[src/rtl/rn_release_seq.sv]
// -----------------------------------------------------------------------------
// rn_release_seq
//
// Staged reset-release sequencer. After a reset event (RST or a software
// request) every group's active-low reset is held low for HOLD_CYC clock
// edges. The groups are then released one at a time, lowest index first,
// with GAP_CYC edges between releases. The RN vector is always
// thermometer-coded, so group i is never out of reset while a lower group
// is still held.
//
// Ports:
//   CLK   in   1      rising-edge clock, sole clock of the block
//   RST   in   1      synchronous active-high reset (sampled on CLK rise)
//   REQ   in   1      software reset request, level-sampled, active-high
//   RN    out  N_GRP  active-low reset per group, registered
//   BUSY  out  1      high while any group is still held or releasing
//   DONE  out  1      one-cycle pulse when the last group is released
//
// Parameters:
//   N_GRP     number of reset groups            (1..16)
//   HOLD_CYC  edges all groups are held low     (1..255)
//   GAP_CYC   edges between successive releases (1..255)
// -----------------------------------------------------------------------------
module rn_release_seq #(
  parameter int N_GRP    = 4,
  parameter int HOLD_CYC = 8,
  parameter int GAP_CYC  = 2
) (
  input  logic             CLK,
  input  logic             RST,
  input  logic             REQ,
  output logic [N_GRP-1:0] RN,
  output logic             BUSY,
  output logic             DONE
);

  // The group counter holds the number of released groups, so it must be able
  // to represent N_GRP itself (hence the extra bit).
  localparam int GW = $clog2(N_GRP) + 1;

  localparam logic [7:0]    HOLD_LAST = 8'(HOLD_CYC);
  localparam logic [7:0]    GAP_LAST  = 8'(GAP_CYC);
  localparam logic [GW-1:0] GRP_ALL   = GW'(N_GRP);
  localparam logic [GW-1:0] GRP_ONE   = GW'(1);
  localparam logic [GW-1:0] GRP_ZERO  = GW'(0);

  typedef enum logic [1:0] {
    ST_ASSERT  = 2'd0,
    ST_RELEASE = 2'd1,
    ST_IDLE    = 2'd2
  } state_e;

  state_e           state_q, state_d;
  logic [7:0]       hold_q,  hold_d;
  logic [7:0]       gap_q,   gap_d;
  logic [GW-1:0]    grp_q,   grp_d;
  logic [N_GRP-1:0] rn_q,    rn_d;
  logic             busy_q,  busy_d;
  logic             done_q,  done_d;

  // Thermometer code: the lowest 'cnt' groups are released (bit = 1).
  function automatic logic [N_GRP-1:0] therm(input logic [GW-1:0] cnt);
    logic [N_GRP-1:0] t;
    t = '0;
    for (int i = 0; i < N_GRP; i++) begin
      if (int'(cnt) > i) begin
        t[i] = 1'b1;
      end else begin
        t[i] = 1'b0;
      end
    end
    return t;
  endfunction

  // Next-state, counter and output decode.
  always_comb begin
    state_d = state_q;
    hold_d  = hold_q;
    gap_d   = gap_q;
    grp_d   = grp_q;
    done_d  = 1'b0;

    case (state_q)
      ST_ASSERT: begin
        if (REQ) begin
          // A request while holding simply stretches the hold.
          hold_d = 8'd0;
        end else if ((hold_q + 8'd1) == HOLD_LAST) begin
          // Hold expires: group 0 is released on this same edge. With a
          // single group that is also the completion edge.
          hold_d = HOLD_LAST;
          gap_d  = 8'd0;
          grp_d  = GRP_ONE;
          if (GRP_ALL == GRP_ONE) begin
            state_d = ST_IDLE;
            done_d  = 1'b1;
          end else begin
            state_d = ST_RELEASE;
          end
        end else begin
          hold_d = hold_q + 8'd1;
        end
      end

      ST_RELEASE: begin
        if (REQ) begin
          // Abort: every group goes back into reset, no completion pulse.
          // This also covers a request on the would-be completion edge.
          state_d = ST_ASSERT;
          hold_d  = 8'd0;
          gap_d   = 8'd0;
          grp_d   = GRP_ZERO;
        end else if ((gap_q + 8'd1) == GAP_LAST) begin
          gap_d = 8'd0;
          grp_d = grp_q + GRP_ONE;
          if ((grp_q + GRP_ONE) == GRP_ALL) begin
            state_d = ST_IDLE;
            done_d  = 1'b1;
          end else begin
            state_d = ST_RELEASE;
          end
        end else begin
          gap_d = gap_q + 8'd1;
        end
      end

      ST_IDLE: begin
        if (REQ) begin
          state_d = ST_ASSERT;
          hold_d  = 8'd0;
          gap_d   = 8'd0;
          grp_d   = GRP_ZERO;
        end else begin
          state_d = ST_IDLE;
        end
      end

      default: begin
        // Unreachable encoding: recover by re-entering the hold phase.
        state_d = ST_ASSERT;
        hold_d  = 8'd0;
        gap_d   = 8'd0;
        grp_d   = GRP_ZERO;
      end
    endcase

    busy_d = (state_d != ST_IDLE);
    rn_d   = therm(grp_d);
  end

  // State, counter and output registers; RST overrides everything.
  always_ff @(posedge CLK) begin
    if (RST) begin
      state_q <= ST_ASSERT;
      hold_q  <= 8'd0;
      gap_q   <= 8'd0;
      grp_q   <= GRP_ZERO;
      rn_q    <= '0;
      busy_q  <= 1'b1;
      done_q  <= 1'b0;
    end else begin
      state_q <= state_d;
      hold_q  <= hold_d;
      gap_q   <= gap_d;
      grp_q   <= grp_d;
      rn_q    <= rn_d;
      busy_q  <= busy_d;
      done_q  <= done_d;
    end
  end

  assign RN   = rn_q;
  assign BUSY = busy_q;
  assign DONE = done_q;

endmodule

[config.mk]
export PLATFORM = sky130hd
export DESIGN_NAME = rn_release_seq
export DESIGN_NICKNAME = d
export VERILOG_FILES = /design/src/rtl/rn_release_seq.sv
export SDC_FILE = /design/constraint.sdc
export NUM_CORES = 1
export LEC_CHECK = 0
export CAP_MARGIN = 20
export CORE_MARGIN = 3
export CORE_UTILIZATION = 42
export CTS_BUF_LIST = sky130_fd_sc_hd__clkbuf_4 sky130_fd_sc_hd__clkbuf_8
export DETAILED_ROUTE_END_ITERATION = 8
export GPL_TIMING_DRIVEN = 1
export PLACE_DENSITY = 0.61
export SLEW_MARGIN = 20
export SYNTH_ARGS = -nofsm -noshare
export SYNTH_HDL_FRONTEND = slang
export SYNTH_SLANG_ARGS = --single-unit
[constraint.sdc]
create_clock -name CLK -period 5.9 [get_ports CLK]
set_clock_uncertainty 0.2 [all_clocks]
set_input_delay 0.59 -clock CLK [delete_from_list [all_inputs] [get_ports CLK]]
set_output_delay 0.59 -clock CLK [all_outputs]
set_load 0.1 [all_outputs]
After elaboration in Yosys (flattened, before gate mapping) --
Cells that the tools add are included.
Storage, ports and cells: bits in registers 27, bits of input ports 3, output and inout port bits 6, word-level logic and storage cells 57
Cells by class: add/subtract/negate cells 3, order comparisons 4, equality and inequality tests 10, mux-type cells 27, bitwise gates (word level) 2, reduce and logical (&&, ||, !) cells 4
Operators with widths (count):
- $mux W8 | 7
- $pmux W8 S3 | 1
- $add A8 B1 Y8 const B | 2
- $pmux W8 S2 | 1
- $mux W3 | 5
- $mux W2 | 6
- $pmux W3 S3 | 1
- $eq A8 B2 Y1 const B | 1
- $eq A8 B4 Y1 const B | 1
- $ne A2 B2 Y1 const B | 4
- $gt A3 B1 Y1 const B | 2
- $gt A3 B2 Y1 const B | 2
- $pmux W2 S3 | 1
- $mux W1 | 5
- $reduce_or A4 Y1 | 1
- $add A3 B1 Y3 const B | 1
- $eq A3 B3 Y1 const B | 1
- $reduce_and A3 Y1 | 1
- $eq A2 B1 Y1 const B | 1
- $eq A2 B2 Y1 const B | 1
- $logic_not A2 Y1 | 1
- $ne A2 B1 Y1 const B | 1
- $not A1 Y1 | 2
- $reduce_or A2 Y1 | 1

Logic depth before layout (Yosys ltp) --
word-level depth 7, depth in mapped cells 10, gate-level depth less buffers 8

Worst setup path before layout --
OpenSTA, ideal clock, no wires.
kind register to register, start register hold_q[0], end register gap_q[3], library setup time 0.070 ns, data arrival time 1.978 ns, required time 5.630 ns, path slack 3.652 ns, stages on the path, launching flop included 10, path buffers 1, period minus slack after synthesis 2.248 ns, cells stage by stage dfxtp_1 > ha_1 > clkbuf_2 > and3_1 > o211ai_1 > o31ai_1 > o2111a_2 > o21ai_2 > or4_1 > a21oi_1
Between the ends: longest elaborated chain between the ends 4
RTL lines:
- from (decl) | line 54 | logic [7:0] hold_q, hold_d;
- from (signal assigned) | line 163 | hold_q <= hold_d;
- $add A8 B1 Y8 | line 88 | end else if ((hold_q + 8'd1) == HOLD_LAST) begin
- $eq A8 B4 Y1 | line 88
- $ne A2 B2 Y1 (no line)
- $reduce_and A3 Y1 (no line)
- to (signal assigned) | line 164 | gap_q <= gap_d;
- to (decl) | line 55 | logic [7:0] gap_q, gap_d;
Every way passes these cells. A chain may end at the register's enable or synchronous reset.

Final worst setup path --
start register hold_q[0], end register gap_q[4]
Same word-level chain as after synthesis.

==> metrics.txt <==
PD cells around 180 nW/um^2; vias in the first global route between 1000 and 1500; initial antenna violation count 0; CP cell instances ha_1 > and3_1 > o211ai_1 > o31ai_1 > o2111a_2 > o21ai_2 > or4_1 > a21oi_1; TritonCTS buffer count 3; min cycle time layout around 2600 ps; Max Slew Vio Count 0; CTS hold repair buffers 0; Rows 21; Core Footprint approximately 3500 sq um; routability-driven placement congestion ratio between 0.8 and 0.9; Sw Share 21.9%; synthesized area per cell 8.15 sq um; period utilization ~44%; via count roughly 1400; max frequency slightly below 400 MHz; clock-pin transition on the worst setup and hold timing paths roughly 100 ps; Worst Path Class, Setup flop to flop; Clock Power Share around 36%; Post-synth EDFFs 0; Critical Path AT roughly 2600 ps; fin nets between 200 and 250; Post-CTS Setup Bufs 0; Final ANT Viol Nets 0; Inst Count DP 236; Port Buffers 8; clock root cell clkbuf_8; max cap viols 0; Starting Density a little under half; Worst Hold Class flop to flop; sequential cell area fraction in the yosys report between 30% and 40%; WHS 316 ps; largest net degree at the start of global routing 17; layout cell share with drive strength beyond 1 8.25%; Final Non-Filler Cells 240; setup ws final 3300 ps; gr usage total 15.6%; cell count after synthesis between 150 and 200; Fin Setup TNS 0 ps; FF+latch count, synth 27; vias per inst 5.63; Mapped Area approximately 1600 sq um; Worst-Skew Late Latency around 280 ps; Max stage delay on crit path 550 ps; CTS tree built; Worst EP required ~5900 ps; outcome complete, no violations; Die Span Y 67.0 um; Setup crit end kind flop; final core utilization 49.1%; area delta synth->final 8.71%; DRT Pass-1 Iters 4; CTS H-tree depth 1; main flop type after synthesis dfxtp_1; Synthesis Warnings 0; Netlist cell types 46; Startpoint Class flop; maximum VDD drop about 0.00010 V; Seq pwr share approximately 60%; net switching power 65.6 uW; detailed placement HPWL about 2.3 mm; first-pass GRT wire length 5.49 mm; Finish-stage setup viols 0; drt drc 0; I/O Pins 9; 1st-iter DRT viols 53; peak fanout along the critical path 16; DR WL/cell about 13 um; asr flop ratio synth 0%; Die Wd between 60 and 70 um; # resized after CTS 0; diodes inserted 0; Worst Tran Pin Value slightly below 1000 ps; Slowest-stage cell, CP or4_1; Routed WL roughly 3.1 mm; static leakage 0.000623 uW; RSZ-0062 raised after global routing no; share of power burned in combinational logic approximately 2.5%; Placement Setup Slack approximately 3200 ps; syn nets ~210; Die Footprint 4500 sq um; Sink Count 27; Slew Limit Headroom 34.9%; gr ovfl total 0; clock buffer depth 2; final hold viol count 0; Int Power around 230 uW
[critical path: cells and delay by family (launching register included)]
| kind | cells | cell delay, ps |
|---|---|---|
| AO/OA/AOI/OAI | 5 | 800 |
| adder cells (fa/ha/maj) | 1 | 340 |
| flip-flops | 1 | 450 |
| AND/OR/NAND/NOR | 2 | 740 |
[cell usage in the layout (no fill, tap or decap), types with 2 or more instances in the layout]
master and n:
or2_2 2, and2_1 2, clkdlybuf4s50_1 8, dfxtp_1 27, nand2_1 13, o211ai_1 4
nor2_1 17, nor2b_1 2, a21o_1 4, nor3_1 6, nand4b_1 2, xor2_1 2
or3_1 2, a31o_2 3, ha_1 10, clkbuf_8 3, nand2b_1 4, xnor2_1 3
nor3b_1 2, o21ai_0 11, nand3_1 6, and4_1 2, inv_1 11, or4_1 7
a21oi_1 21
[flip-flops by register name, indices dropped and copies added (netlist names)]
| register | count |
|---|---|
| BUSY | 1 |
| gap_q | 8 |
| RN | 4 |
| hold_q | 8 |
| DONE | 1 |
| state_q | 2 |
| grp_q | 3 |
[cell families after synthesis]
logic type | count (synthesis) | synth area share (%)
flops | 27 | 34.5
buf+inv | 21 | 5.84
xor+xnor | 5 | 2.80
simple gates | 75 | 26.9
fa+ha+maj | 10 | 7.99
compound gates | 54 | 21.9
[metal layers]
layer	wire length, um	vias to the layer above	global-route usage [%]
met4	33	0	4.56
met5	0	-	0
met3	74	4	3.20
met2	1430	15	26.3
li1	-	696	-
met1	1570	636	19.9
[per-stage QoR]
stage,power [uW],area [sq um]
after floorplan,193,1570
after global placement,195,1650
after detailed placement,196,1650
after CTS,302,1700
after global routing,313,1700
final,299,1700
[area by class of cell]
| cell class | count | area [sq um] |
|---|---|---|
| repair buffers | 8 | 80.1 |
| flip-flops and latches | 27 | 541 |
| multi-input cells | 144 | 933 |
| clock buffers | 3 | 41.3 |
| fillers | 354 | 1770 |
| well taps | 46 | 57.6 |
| inverters | 11 | 41.3 |
| clock inverters | 1 | 7.51 |
[worst paths after layout]
kind | start | to | slack (ps) | cells after the start
worst max-delay path | hold_q[0]$_SDFFE_PP0P_ | gap_q[4]$_SDFFE_PP0P_ | 3300 | 8
worst min-delay path | gap_q[1]$_SDFFE_PP0P_ | gap_q[1]$_SDFFE_PP0P_ | 320 | 2
worst max register to register | hold_q[0]$_SDFFE_PP0P_ | gap_q[4]$_SDFFE_PP0P_ | 3300 | 8
worst min register to register | gap_q[1]$_SDFFE_PP0P_ | gap_q[1]$_SDFFE_PP0P_ | 320 | 2
[power groups by stage]
stage | clock network, uW | logic [uW] | registers [uW]
floorplan | 0 | 4.83 | 188
global placement | 0 | 7.14 | 188
detailed placement | 0 | 7.50 | 188
CTS | 110 | 7.50 | 184
global route | 121 | 8.24 | 184
finish | 108 | 7.45 | 184
[cell usage after synthesis (all sizes together), types with 3 or more instances]
cell type  count  area share (%)
buf            3             1.4
ha            10             8.0
nand3          6             1.9
dfxtp         27              35
inv           11             2.6
nand2         13             3.1
nor3           7             2.6
a31o           3             1.7
nor2          17             4.1
xnor2          3             1.7
o211ai         4             1.9
or4            7             3.4
nand2b         4             1.6
o21ai         12             4.1
clkbuf         7             1.8
a21o           4             1.9
a21oi         21             6.7
and4           3             1.8
No activity file was read; power rests on OpenSTA's default activity.
